[config.mk]
export PLATFORM = sky130hd
export DESIGN_NAME = stack_bus_upstream_arbiter
export DESIGN_NICKNAME = d
export VERILOG_FILES = /design/src/rtl/stack_bus_upstream_pkg.sv /design/src/rtl/rr_arbiter_pkt.sv /design/src/rtl/stack_bus_upstream_arbiter.sv
export SDC_FILE = /design/constraint.sdc
export NUM_CORES = 1
export LEC_CHECK = 0
export CAP_MARGIN = 20
export CORE_AREA = 2 2 133 135
export CTS_CLUSTER_SIZE = 8
export DETAILED_ROUTE_END_ITERATION = 8
export DIE_AREA = 0 0 135 137
export HOLD_SLACK_MARGIN = 0.05
export PLACE_DENSITY = 0.77
export SLEW_MARGIN = 20
export SYNTH_ARGS = -nofsm -noshare
export SYNTH_HDL_FRONTEND = slang
export SYNTH_SLANG_ARGS = --single-unit
[constraint.sdc]
create_clock -name clk -period 3.6 [get_ports clk]
set_input_delay 0.72 -clock clk [delete_from_list [all_inputs] [get_ports clk]]
set_output_delay 0.72 -clock clk [all_outputs]
set_load 0.02 [all_outputs]
[src/rtl/stack_bus_upstream_pkg.sv]
// Shared definitions for the stack-bus upstream lane arbiter:
// beat control encoding, FSM states and the SOP/EOP decode helper.
package stack_bus_upstream_pkg;

    localparam logic [1:0] CNTL_MOP     = 2'b00;
    localparam logic [1:0] CNTL_SOP     = 2'b01;
    localparam logic [1:0] CNTL_EOP     = 2'b10;
    localparam logic [1:0] CNTL_SOP_EOP = 2'b11;

    typedef enum logic {
        ST_IDLE = 1'b0,
        ST_XFER = 1'b1
    } state_t;

    typedef struct packed {
        logic sop;
        logic eop;
    } cntl_dec_t;

    function automatic cntl_dec_t decode_cntl(input logic [1:0] cntl);
        cntl_dec_t d;
        d.sop = (cntl == CNTL_SOP) || (cntl == CNTL_SOP_EOP);
        d.eop = !((cntl == CNTL_MOP) || (cntl == CNTL_SOP));
        return d;
    endfunction

endpackage

[src/rtl/rr_arbiter_pkt.sv]
// Combinational round-robin pick: first eligible requester at or above
// i_rr_ptr, wrapping to index 0.
module rr_arbiter_pkt #(
    parameter int NUM_REQ = 4,
    parameter int ID_W    = 2
) (
    input  logic [NUM_REQ-1:0] i_elig,
    input  logic [ID_W-1:0]    i_rr_ptr,
    output logic [NUM_REQ-1:0] o_grant_oh,
    output logic [ID_W-1:0]    o_grant_idx,
    output logic               o_any
);

    function automatic logic [ID_W-1:0] wrap_idx(input logic [ID_W-1:0] base, input int k);
        int s;
        s = int'(base) + k;
        if (s >= NUM_REQ) s = s - NUM_REQ;
        return ID_W'(s);
    endfunction

    always_comb begin
        o_grant_oh  = '0;
        o_grant_idx = '0;
        o_any       = 1'b0;
        for (int k = 0; k < NUM_REQ; k++) begin
            if (!o_any && i_elig[wrap_idx(i_rr_ptr, k)]) begin
                o_any                             = 1'b1;
                o_grant_oh[wrap_idx(i_rr_ptr, k)] = 1'b1;
                o_grant_idx                       = wrap_idx(i_rr_ptr, k);
            end
        end
    end

endmodule

[src/rtl/stack_bus_upstream_arbiter.sv]
// Shares one stack-bus upstream lane among NUM_REQ PEs. Grant is locked
// SOP..EOP so packets never interleave; output stage is a registered valid/ready slot.
//
// state | meaning
// ------+-------------------------------------------------------------
// IDLE  | no owner; arbitrate SOP beats, drain stray non-SOP beats
// XFER  | grant_id owns the lane until its EOP/SOP_EOP beat is accepted
module stack_bus_upstream_arbiter
    import stack_bus_upstream_pkg::*;
#(
    parameter int NUM_REQ = 4,
    parameter int DATA_W  = 64,
    parameter int ID_W    = 2
) (
    input  logic                      clk,
    input  logic                      reset_poweron,
    input  logic [NUM_REQ-1:0]        req_valid,
    input  logic [2*NUM_REQ-1:0]      req_cntl,
    input  logic [DATA_W*NUM_REQ-1:0] req_data,
    output logic [NUM_REQ-1:0]        req_ready,
    output logic                      up_valid,
    output logic [1:0]                up_cntl,
    output logic [DATA_W-1:0]         up_data,
    input  logic                      up_ready,
    output logic [ID_W-1:0]           grant_id,
    output logic                      busy,
    output logic                      protocol_err,
    input  logic                      err_clr
);

    state_t              r_state, w_state_nxt;
    logic [ID_W-1:0]     r_rr_ptr, r_grant_id;
    logic [NUM_REQ-1:0]  r_grant_oh;
    logic                r_first, r_up_valid, r_err;
    logic [1:0]          r_up_cntl;
    logic [DATA_W-1:0]   r_up_data;

    cntl_dec_t [NUM_REQ-1:0] w_dec;
    logic [NUM_REQ-1:0]  w_elig, w_stray, w_drain_oh, w_win_oh;
    logic [ID_W-1:0]     w_win_idx;
    logic                w_any_elig;
    logic                w_own_valid;
    logic [1:0]          w_own_cntl;
    logic [DATA_W-1:0]   w_own_data;
    cntl_dec_t           w_own_dec;
    logic                w_slot_free, w_accept, w_pkt_end, w_drain, w_err_set;

    for (genvar gi = 0; gi < NUM_REQ; gi++) begin : g_dec
        assign w_dec[gi]   = decode_cntl(req_cntl[2*gi +: 2]);
        assign w_elig[gi]  = req_valid[gi] && w_dec[gi].sop;
        assign w_stray[gi] = req_valid[gi] && !w_dec[gi].sop;
    end

    rr_arbiter_pkt #(.NUM_REQ(NUM_REQ), .ID_W(ID_W)) u_rr (
        .i_elig      (w_elig),
        .i_rr_ptr    (r_rr_ptr),
        .o_grant_oh  (w_win_oh),
        .o_grant_idx (w_win_idx),
        .o_any       (w_any_elig)
    );

    always_comb begin
        w_own_valid = 1'b0;
        w_own_cntl  = '0;
        w_own_data  = '0;
        w_own_dec   = '0;
        for (int i = 0; i < NUM_REQ; i++) begin
            if (r_grant_oh[i]) begin
                w_own_valid = req_valid[i];
                w_own_cntl  = req_cntl[2*i +: 2];
                w_own_data  = req_data[DATA_W*i +: DATA_W];
                w_own_dec   = w_dec[i];
            end
        end
    end

    // A held upstream beat blocks the next accept, which also protects a
    // trailing EOP still waiting in the slot after the FSM has returned to IDLE.
    assign w_slot_free = !r_up_valid || up_ready;
    assign w_accept    = (r_state == ST_XFER) && w_own_valid && w_slot_free;
    assign w_pkt_end   = w_accept && w_own_dec.eop;
    assign w_drain_oh  = w_stray & (~w_stray + NUM_REQ'(1));
    assign w_drain     = (r_state == ST_IDLE) && !w_any_elig && (|w_stray);
    assign w_err_set   = w_drain || (w_accept && !r_first && w_own_dec.sop);

    always_comb begin
        req_ready = '0;
        if (r_state == ST_XFER)
            req_ready = r_grant_oh & {NUM_REQ{w_slot_free}};
        else if (w_drain && reset_poweron)
            req_ready = w_drain_oh;
    end

    always_ff @(posedge clk or negedge reset_poweron) begin
        if (!reset_poweron) r_state <= ST_IDLE;
        else                r_state <= w_state_nxt;
    end

    always_comb begin
        w_state_nxt = r_state;
        case (r_state)
            ST_IDLE: if (w_any_elig) w_state_nxt = ST_XFER;
            ST_XFER: if (w_pkt_end)  w_state_nxt = ST_IDLE;
            default:                 w_state_nxt = ST_IDLE;
        endcase
    end

    always_ff @(posedge clk or negedge reset_poweron) begin
        if (!reset_poweron) begin
            r_rr_ptr   <= '0;
            r_grant_id <= '0;
            r_grant_oh <= '0;
            r_first    <= 1'b0;
            r_up_valid <= 1'b0;
            r_up_cntl  <= '0;
            r_up_data  <= '0;
            r_err      <= 1'b0;
        end else begin
            if (r_state == ST_IDLE && w_any_elig) begin
                r_grant_id <= w_win_idx;
                r_grant_oh <= w_win_oh;
                r_first    <= 1'b1;
            end else if (w_accept) begin
                r_first    <= 1'b0;
            end
            if (w_pkt_end)
                r_rr_ptr <= (r_grant_id == ID_W'(NUM_REQ-1)) ? '0 : r_grant_id + ID_W'(1);
            if (w_accept) begin
                r_up_valid <= 1'b1;
                r_up_cntl  <= w_own_cntl;
                r_up_data  <= w_own_data;
            end else if (up_ready) begin
                r_up_valid <= 1'b0;
            end
            if (w_err_set)    r_err <= 1'b1;
            else if (err_clr) r_err <= 1'b0;
        end
    end

    assign up_valid     = r_up_valid;
    assign up_cntl      = r_up_cntl;
    assign up_data      = r_up_data;
    assign grant_id     = r_grant_id;
    assign busy         = (r_state == ST_XFER);
    assign protocol_err = r_err;

endmodule

==> results.ini <==
[die]
initial_core_util_pct = 30.25
die-area_um2 = 18500
pin_count = 347
rows = 48
die_w_um = 135
die_y_um = 137
coreArea_um2 = 17060

[sta]
finalCritPeriodShare_pct = 97.91
rsz0062_at_grt = no
hold_viol = 0
fin_hold_ws_ns = 0.4696
finalSetupTns_ns = 0
max_slew_margin_pct = 47.37
worst-slew-pin-transition_ns = 0.7894
finalClockSkew_ns = 0.007353
period_minus_slack_ns = 3.525
fmax_mhz = 283.7
slew_viol_final = 0
setup_violations = 0

[critical_path]
startpoint_type = input pin
endpoint_kind = output pin
crit_path_max_fanout = 4
arrival_ns = 2.80
cp_data_required_time_ns = 2.88
path_class = in -> out

[cts]
cts_htree_levels = 3
post-cts-setup-buffers = 0
numCtsBuffers = 9
cts_tree = built
cts_resized = 0
cts-root-buf = clkbuf_16
clk_pin_slew_ns = 0.06
cts.sinks = 78
cts_hold_buf = 0
clock_tree.buffer_depth = 2
clk_latency_ns = 0.33

[logic_synthesis]
synth.distinct_cells = 41
syn_avg_cell_area_um2 = 8.010
seq_area_frac_synth_pct = 37.84
synth_warnings = 0
synthCells = 644
synth_seq_cells = 78
syn-num-nets = 921
postSynth.asyncResetShare_pct = 100.0
synth_edf_count = 0
ys.flop_type = dfrtp_1
netlist_area_um2 = 5159

[power]
power_density_nw_per_um2 = 760.5
vdd_drop_max_mv = 0.5306
leakage_nw = 3.497

[final_layout]
layout-drive-gt1-share_pct = 4.802
stdcell_area_um2 = 9074
nets = 1230
antenna_cells = 0
area_growth_syn_to_layout_pct = 75.89
n_fill_cell = 1623

[global_routing]
grt_pass1_vias = 5772
grt_pass1_wl_um = 30500
track_usage_pct = 20.89
antenna_found_initial = 0
grt_overflow = 0
grt_max_degree = 89

[outcome]
status = completed

[detailed_routing]
routed_wirelength_um = 20240
post-route-drc-count = 0
first_pass_iters = 5
drtIter0Drc = 248
routed-wl-met2_um = 10190
wl_met3_um = 1672
vias = 6079
highest_layer = met4
ant_nets = 0
avgViaCountPerCell = 5.139
post_drt_wl_per_cell_um = 17.11
wl_met1_um = 7797

[place]
gp_congestion = 0.8841
place_area_um2 = 8795
io_buffers = 346
dp_hpwl_um = 15770

[job]
timing.max_cap.violations = 0

[worst_hold_path]
hold_path_class = reg -> reg

kinds of logic after synthesis:
logic type,Yosys count,synth area share (%)
buffers and inverters,71,5.433
DFF,78,37.84
AOI/OAI and AO/OA,234,29.20
muxes,6,1.964
adders and majority gates,5,1.213
and+or+nand+nor,250,24.35
cell usage after synthesis, drive strengths merged (4+ instances only):
| master | count | share of area (%) |
|---|---|---|
| and2 | 4 | 0.58 |
| dfrtp | 78 | 38 |
| a221oi | 70 | 12 |
| ha | 5 | 1.2 |
| o21ai | 73 | 7.1 |
| nand4 | 4 | 0.49 |
| clkbuf | 50 | 3.6 |
| nor2b | 70 | 8.5 |
| nand2 | 81 | 5.9 |
| a21oi | 69 | 6.7 |
| nor3 | 65 | 6.3 |
| buf | 14 | 1.3 |
| o32ai | 4 | 0.68 |
| nor2 | 15 | 1.1 |
| inv | 7 | 0.51 |
metal layers:
| layer | vias up | track usage [%] |
|---|---|---|
| met5 | - | 0 |
| met4 | 0 | 8.160 |
| met3 | 36 | 5.667 |
| met2 | 244 | 37.39 |
| met1 | 2794 | 23.68 |
| li1 | 3005 | - |
registers in the layout, summed over array words and instances (netlist names):
register,cells
protocol_err,1
up_valid,1
grant_id,2
up_data,64
up_cntl,2
r_first,1
busy,1
r_grant_oh,4
r_rr_ptr,2
stage by stage:
step	setup WS (ns)	utilization, %	power [mW]	cells
floorplan	1.108	-	4.330	644
global placement	0.1264	51.56	6.017	1167
detailed placement	0.09754	51.56	6.115	1167
CTS	0.09187	53.20	6.983	1183
global route	0.01068	53.20	7.498	1183
finish	0.07530	53.20	6.900	1183
layout make-up:
type,instances,area [um^2],share of cell area (%)
timing repair buffer,362,3581,39.46
multi-input combinational,495,2945,32.46
sequential,78,1961,21.61
tap,225,281.5,3.103
clock buffer,13,260.3,2.868
inverter,7,26.28,0.2896
clock inverter,3,18.77,0.2068
critical path, stage by stage:
cell and delay, ns:
clkdlybuf4s50_1 0.47, and2b_1 0.20, nor3_1 0.26, inv_1 0.09, o211a_1 0.26, a32o_1 0.27, clkdlybuf4s50_1 0.55
power breakdown:
group / internal [mW] / leakage [nW] / total [mW] / switching [mW]
clock network: 0.504 / 0.140 / 0.851 / 0.347
logic: 1.94 / 2.39 / 4.29 / 2.35
registers: 1.31 / 0.965 / 1.76 / 0.455
path summary, 6_finish.rpt:
| check | slack [ns] | start | cells past startpoint | end |
|---|---|---|---|---|
| setup / recovery | 0.08 | req_valid[0] | 7 | req_ready[1] |
| hold / removal | 0.47 | r_first | 1 | r_first |
| setup reg to reg | 1.04 | r_grant_oh[1] | 5 | up_data[59] |
| hold reg to reg | 0.47 | r_first | 1 | r_first |
| max in group asynchronous | 2.16 | reset_poweron | 3 | up_data[45] |
| min in group asynchronous | 0.48 | reset_poweron | 2 | up_data[49] |
layout by cell type (no fill, tap or decap), types with 3 or more instances in the layout:
| master | instances |
|---|---|
| a21oi_1 | 69 |
| a221oi_1 | 70 |
| a32o_1 | 3 |
| buf_4 | 17 |
| clkbuf_16 | 9 |
| clkdlybuf4s50_1 | 345 |
| dfrtp_1 | 75 |
| ha_1 | 5 |
| inv_1 | 7 |
| mux2_2 | 3 |
| mux4_2 | 3 |
| nand2_1 | 81 |
| nand3_1 | 3 |
| nand4_1 | 4 |
| nor2_1 | 14 |
| nor2b_1 | 69 |
| nor3_1 | 65 |
| o21ai_0 | 65 |
| o21ai_1 | 7 |
| o32ai_1 | 4 |
No activity file was read; power rests on OpenSTA's default activity.
